## src/rtl/pwm_wave_pkg.sv

```systemverilog
// Shared constants for the PWM waveform sample generator: mode encodings and
// the 16-entry, 8-bit sine table that is scaled down to the threshold width.
package pwm_wave_pkg;

    localparam logic [1:0] MODE_RAMP   = 2'd0;
    localparam logic [1:0] MODE_TRI    = 2'd1;
    localparam logic [1:0] MODE_SQUARE = 2'd2;
    localparam logic [1:0] MODE_SINE   = 2'd3;

    // round(127.5 * (1 + sin(2*pi*k/16)))
    localparam logic [7:0] SINE_LUT [16] = '{
        8'd128, 8'd176, 8'd218, 8'd245, 8'd255, 8'd245, 8'd218, 8'd176,
        8'd128, 8'd79,  8'd37,  8'd10,  8'd0,   8'd10,  8'd37,  8'd79
    };

endpackage

```

## src/rtl/pwm_wave_gen_period_counter.sv

```systemverilog
// Mirror of the PWM period counter plus the periods-per-sample hold counter;
// flags the last cycle of each PWM period and which of those take a new sample.
module pwm_period_counter
    import pwm_wave_pkg::*;
#(
    parameter int NBITS = 4
) (
    input  logic             clk,
    input  logic             rst,
    input  logic [7:0]       periods,
    output logic             boundary,
    output logic             update,
    output logic             period_start
);

    logic [NBITS-1:0] cnt;
    logic [7:0]       hold;
    logic [7:0]       hold_last;

    // periods == 0 is treated as 1; comparing with >= lets a shrinking
    // periods value trigger an update at the very next boundary
    assign hold_last    = (periods == 8'd0) ? 8'd0 : periods - 8'd1;
    assign boundary     = (cnt == {NBITS{1'b1}});
    assign update       = boundary && (hold >= hold_last);
    assign period_start = (cnt == '0);

    always_ff @(posedge clk or posedge rst) begin
        if (rst) begin
            cnt  <= '0;
            hold <= 8'd0;
        end else begin
            cnt <= cnt + 1'b1;
            if (update) begin
                hold <= 8'd0;
            end else if (boundary) begin
                hold <= hold + 8'd1;
            end
        end
    end

endmodule

```

## src/rtl/pwm_wave_gen.sv

```systemverilog
// Waveform sample generator feeding the PWM threshold; a new sample is taken
// only at period boundaries so each PWM period carries one duty value.
module pwm_wave_gen
    import pwm_wave_pkg::*;
#(
    parameter int NBITS = 4
) (
    input  logic             clk,
    input  logic             rst,
    input  logic             en,
    input  logic [1:0]       mode,
    input  logic [7:0]       periods,
    output logic [NBITS-1:0] threshold,
    output logic             sample_tick,
    output logic             period_start
);

    localparam int PW = NBITS + 1;
    localparam logic [PW-1:0] MAX_P = PW'((1 << NBITS) - 1);

    logic          boundary;
    logic          update;
    logic          take_sample;
    logic [PW-1:0] phase;
    logic [1:0]    mode_q;

    function automatic logic [NBITS-1:0] sample_f(input logic [1:0] m,
                                                   input logic [PW-1:0] p);
        logic [NBITS-1:0] res;
        logic [PW-1:0]    tri_v;
        logic [7:0]       sin_v;
        tri_v = (p <= MAX_P) ? p : ((MAX_P << 1) - p);
        sin_v = 8'(SINE_LUT[p[3:0]] >> (8 - NBITS));
        res   = '0;
        case (m)
            MODE_RAMP:   res = p[NBITS-1:0];
            MODE_TRI:    res = tri_v[NBITS-1:0];
            MODE_SQUARE: res = p[NBITS-1] ? {NBITS{1'b1}} : {NBITS{1'b0}};
            default:     res = sin_v[NBITS-1:0];
        endcase
        return res;
    endfunction

    // Last phase index before wrap, i.e. L-1 for each mode
    function automatic logic [PW-1:0] last_phase(input logic [1:0] m);
        logic [PW-1:0] res;
        case (m)
            MODE_TRI:  res = (MAX_P << 1) - 1'b1;
            MODE_SINE: res = PW'(15);
            default:   res = MAX_P;
        endcase
        return res;
    endfunction

    pwm_period_counter #(
        .NBITS(NBITS)
    ) u_cnt (
        .clk          (clk),
        .rst          (rst),
        .periods      (periods),
        .boundary     (boundary),
        .update       (update),
        .period_start (period_start)
    );

    assign take_sample = boundary && update && en;

    // Sample register stage: threshold becomes visible with cnt == 0
    always_ff @(posedge clk or posedge rst) begin
        if (rst) begin
            threshold   <= '0;
            sample_tick <= 1'b0;
            phase       <= '0;
            mode_q      <= MODE_RAMP;
        end else begin
            sample_tick <= 1'b0;
            if (take_sample) begin
                sample_tick <= 1'b1;
                if (mode != mode_q) begin
                    mode_q    <= mode;
                    threshold <= sample_f(mode, '0);
                    phase     <= PW'(1);
                end else begin
                    threshold <= sample_f(mode_q, phase);
                    phase     <= (phase >= last_phase(mode_q)) ? '0 : phase + 1'b1;
                end
            end
        end
    end

endmodule

```

## config.mk

```make
export PLATFORM = sky130hd
export DESIGN_NAME = pwm_wave_gen
export DESIGN_NICKNAME = d
export VERILOG_FILES = /design/src/rtl/pwm_wave_pkg.sv /design/src/rtl/pwm_wave_gen_period_counter.sv /design/src/rtl/pwm_wave_gen.sv
export SDC_FILE = /design/constraint.sdc
export NUM_CORES = 1
export LEC_CHECK = 0
export CORE_MARGIN = 10
export CORE_UTILIZATION = 55
export DETAILED_ROUTE_END_ITERATION = 16
export HOLD_SLACK_MARGIN = 0.06
export PLACE_DENSITY_LB_ADDON = 0.2
export SETUP_SLACK_MARGIN = 0.5
export SYNTH_ARGS = -nofsm -noshare
export SYNTH_HDL_FRONTEND = slang
export SYNTH_SLANG_ARGS = --single-unit
```

## constraint.sdc

```tcl
create_clock -name clk -period 2.6 [get_ports clk]
set_clock_uncertainty 0.05 [all_clocks]
set_input_delay 0.39 -clock clk [delete_from_list [all_inputs] [get_ports clk]]
set_output_delay 0.39 -clock clk [all_outputs]
set_load 0.05 [all_outputs]
```

==> summary.md <==
| Metric | Value |
|---|---|
| Via total after detailed routing | ~1.7k |
| Post-route antenna net violation count | 0 |
| Number of diodes added for antenna fixing | 0 |
| Clock root buffer | clkbuf_4 |
| Standby leakage power | 1.16 nW |
| Fraction of layout instances using a drive strength above 1 | between 20% and 30% |
| Cell count of the worst hold path | 1 |
| Remaining DRCs | 0 |
| Detailed-route wire length per cell | between 15 and 20 um |
| Mapped Cells | between 200 and 250 |
| Data required time at the worst endpoint | 2.79 ns |
| Insertion delay of the later-clocked pin in the worst-skew pair | about 0.33 ns |
| Final setup slack of the worst path | -0.111 ns |
| Worst hold endpoint | u_cnt.cnt[0]$_DFF_PP0_ |
| Adder-Cell Fraction of Synth Area | 13.7% |
| Number of sinks on the clock net | 24 |
| Synthesized area divided by synthesized cell count | slightly below 9 um2 |
| Worst slew slack as a fraction of its limit | 39.9% |
| Final setup violating endpoints | 14 |
| Total power of the final layout | around 1.1 mW |
| Setup TNS after final layout | -0.889 ns |
| Sequential-to-total area share from yosys stat | between 30% and 40% |
| Multiplexer area fraction after synthesis | under 10% |
| Startpoint type of the worst setup path | input pin |
| Port bufs | 18 |
| CTS tree | yes |
| Netlist cell types | 44 |
| Post-synthesis compound-gate area fraction | 18.4% |
| Global-route usage over all layers | about 16% |
| I/O Pins | 19 |
| 1st-pass router iterations | 4 |
| Clock slew at the register clock pins of the worst setup and hold paths | between 0.1 and 0.15 ns |
| Hold path startpoint | u_cnt.cnt[0]$_DFF_PP0_ |
| Layout-stage area growth over the synthesis result | 35.9% |
| Die Width | roughly 78 um |
| Setup repair after global routing missed its margin | true |
| Cell area after synthesis | approximately 0.0018 mm2 |
| Source of the worst register-to-register timing path | mode_q[1]$_DFFE_PP0P_ |
| Site Rows | 20 |
| H-tree Lvls | 1 |
| Antenna violations before repair | 0 |
| Via count of the first global-routing pass | approximately 1.8k |
| Endpoint of the most critical register-to-register path | phase[2]$_DFFE_PP0P_ |
| Class of the worst hold path | reg2reg |
| Wire length of the first global-routing pass | between 8000 and 9000 um |
| Maximum buffer depth of the clock tree | 2 |
| Starting Density | between 50% and 60% |
| Place WS | -1.05 ns |
| Number of hold violations in the final report | 0 |
| Critical Path Fanout Max | 3 |
| Max-cap viol count | 0 |
| Detailed Route Iter0 Violations | 181 |
| Core footprint | between 0.003 and 0.004 mm2 |
| Class of the most critical setup path | in2reg |
| Hold Buf Count CTS | 0 |
| Number of nets in the layout | 287 |
| Total wirelength of the detailed-routed design | 4980 um |
| Share of synthesized cell area in and, or, nand and nor gates | a little under a fifth |
| Main combinational cell family by area after synthesis | simple AND/OR/NAND/NOR gates |
| Total clock buffers created by CTS | 3 |
| Max Freq | between 300 and 400 MHz |
| Power Density | ~450 mW/mm2 |
| Slew at the pin closest to its max-slew limit | approximately 0.9 ns |
| Xor/xnor share of the synthesized area | approximately 5.3% |
| Ratio of routed vias to standard cells | a little under 6 |
| Post-DP HPWL | roughly 3400 um |
| Data arrival, critical path | ~2.9 ns |
| Worst IR Drop VDD | 0.436 mV |
| Floorplan die area | between 0.006 and 0.007 mm2 |
| Total gr overflow | 0 |
| Flip-flop and latch count after synthesis | 24 |
| Status | complete, but fails checks |
| Synthesized Nets | between 200 and 250 |
| Pin count of the biggest net entering global routing | 25 |
| Final min period | between 2 and 3 ns |
| R2R setup slack | around 0.3 ns |
| Critical Path Sink Type | flop |
| Routability cong. | between 0.9 and 1 |
| Max-slew violation total from the final report | 0 |
| R2R cell count | 9 |
| Violations in the final reports | negative setup slack |
| Final clock period utilization by the worst path | 104% |
| Vertical extent of the die | slightly below 80 um |
| Total number of yosys warnings | 0 |
## cells by family after synthesis
group	Yosys count
XOR/XNOR	11
flip-flops	24
AO/OA/AOI/OAI	53
buffers and inverters	24
adder cells (fa/ha/maj)	20
multiplexers	7
AND/OR/NAND/NOR	69
## cell usage after synthesis
library cell   n  area, um2
dfrtp_1       24        601
a21oi_2        1       8.76
a2111o_1       1       11.3
nand2_1       14       52.6
nand3b_1       1       7.51
nand3_1       11       55.1
nor3_1         4       20.0
o21bai_1       1       7.51
buf_2          4       20.0
a311o_1        1       10.0
buf_6          1       11.3
or3_1          1       6.26
ha_1          20        250
or4b_2         1       10.0
or2_2          1       6.26
o41ai_1        1       8.76
inv_4          1       6.26
or2b_1         1       7.51
a22o_1         2       17.5
a221o_1        1       10.0
nor3b_1        2       15.0
nor2b_1        5       31.3
a221oi_1       1       8.76
and3_1         4       25.0
or3b_1         1       8.76
o311ai_1       1       8.76
nand4_1        2       12.5
o21ai_0       20        100
a21oi_1        9       45.0
nand2b_1       4       25.0
xor2_1         5       43.8
mux2_4         4       60.1
xnor2_1        6       52.6
o22ai_1        1       6.26
a211oi_1       4       30.0
o31ai_1        6       45.0
nor2_1        15       56.3
a31oi_1        2       12.5
a21o_1         1       7.51
mux2i_1        2       20.0
inv_1         14       52.6
and2_1         2       12.5
clkbuf_1       4       15.0
mux2_2         1       11.3
## worst max-delay path: stages
cell and delay (ns):
buf_12 0.11, inv_12 0.04, ha_4 0.12, nor2b_4 0.13, nand3b_1 0.13, or3_4 0.36, and2_4 0.15, ha_4 0.20
nand2b_4 0.13, a2111o_1 0.44, a21oi_2 0.18, or2b_1 0.28, o311ai_2 0.24
## where the power goes
| group | total, mW | internal [mW] | leakage [nW] | switching (mW) |
|---|---|---|---|---|
| logic | 0.414 | 0.197 | 0.815 | 0.217 |
| registers | 0.436 | 0.401 | 0.314 | 0.0343 |
| clock network | 0.274 | 0.156 | 0.0279 | 0.118 |
| total | 1.12 | 0.754 | 1.16 | 0.370 |
## how the worst max path moves through the flow
stage | cells past startpoint | to | startpoint | slack, ns
2_1_floorplan | 14 | mode_q[0]$_DFFE_PP0P_ | periods[1] | -0.36
3_3_place_gp | 14 | mode_q[1]$_DFFE_PP0P_ | periods[1] | -0.93
3_5_place_dp | 14 | mode_q[0]$_DFFE_PP0P_ | periods[1] | -1.05
4_1_cts | 13 | u_cnt.hold[6]$_DFFE_PP0P_ | periods[1] | -0.11
5_1_grt | 13 | u_cnt.hold[6]$_DFFE_PP0P_ | periods[1] | -0.24
6_report | 13 | u_cnt.hold[6]$_DFFE_PP0P_ | periods[1] | -0.11
## metrics by stage
stage	instance area [um2]	utilization [%]	std cells	hold WS (ns)
2_1_floorplan	1920	-	208	0.355
3_3_place_gp	2280	72.8	284	0.415
3_5_place_dp	2280	72.8	284	0.448
4_1_cts	2430	77.6	296	0.464
5_1_grt	2490	79.6	297	0.501
6_report	2490	79.6	297	0.459
## cells in the final DEF (no fill, tap or decap), types with 7 or more instances in the layout
master / count
nor2_1: 14
nand2_1: 14
a21oi_1: 8
dfrtp_1: 24
buf_4: 29
ha_1: 17
o21ai_0: 7
o21ai_2: 8
nand3_1: 11
clkdlybuf4s50_1: 11
inv_1: 12
## state kept, by name, summed over array words and instances, names as in the netlist
signal,count
phase,5
mode_q,2
u_cnt.cnt,4
threshold,4
sample_tick,1
u_cnt.hold,8
## routing by layer
layer / share of wire [%] / routed length [um] / track usage (%) / vias to the layer above
li1: - / - / - / 831
met4: 1.9 / 93 / 5.47 / 0
met1: 43 / 2150 / 19.9 / 832
met5: 0 / 0 / 0 / -
met2: 50 / 2480 / 27.9 / 62
met3: 5.0 / 249 / 3.69 / 12
## layout make-up
| type | count | area, um2 |
|---|---|---|
| clock inverter | 1 | 30.0 |
| timing repair buffer | 50 | 434 |
| tap | 44 | 55.1 |
| multi-input combinational | 160 | 1270 |
| fill | 186 | 637 |
| inverter | 15 | 81.3 |
| clock buffer | 3 | 22.5 |
| sequential | 24 | 601 |
## what timing repair did
item	in CTS	in global routing
resized for setup	33	21
pin swaps	9	3
endpoints found under the setup margin	21	21
setup buffers	8	1
Power figures use the tool's default switching activity.
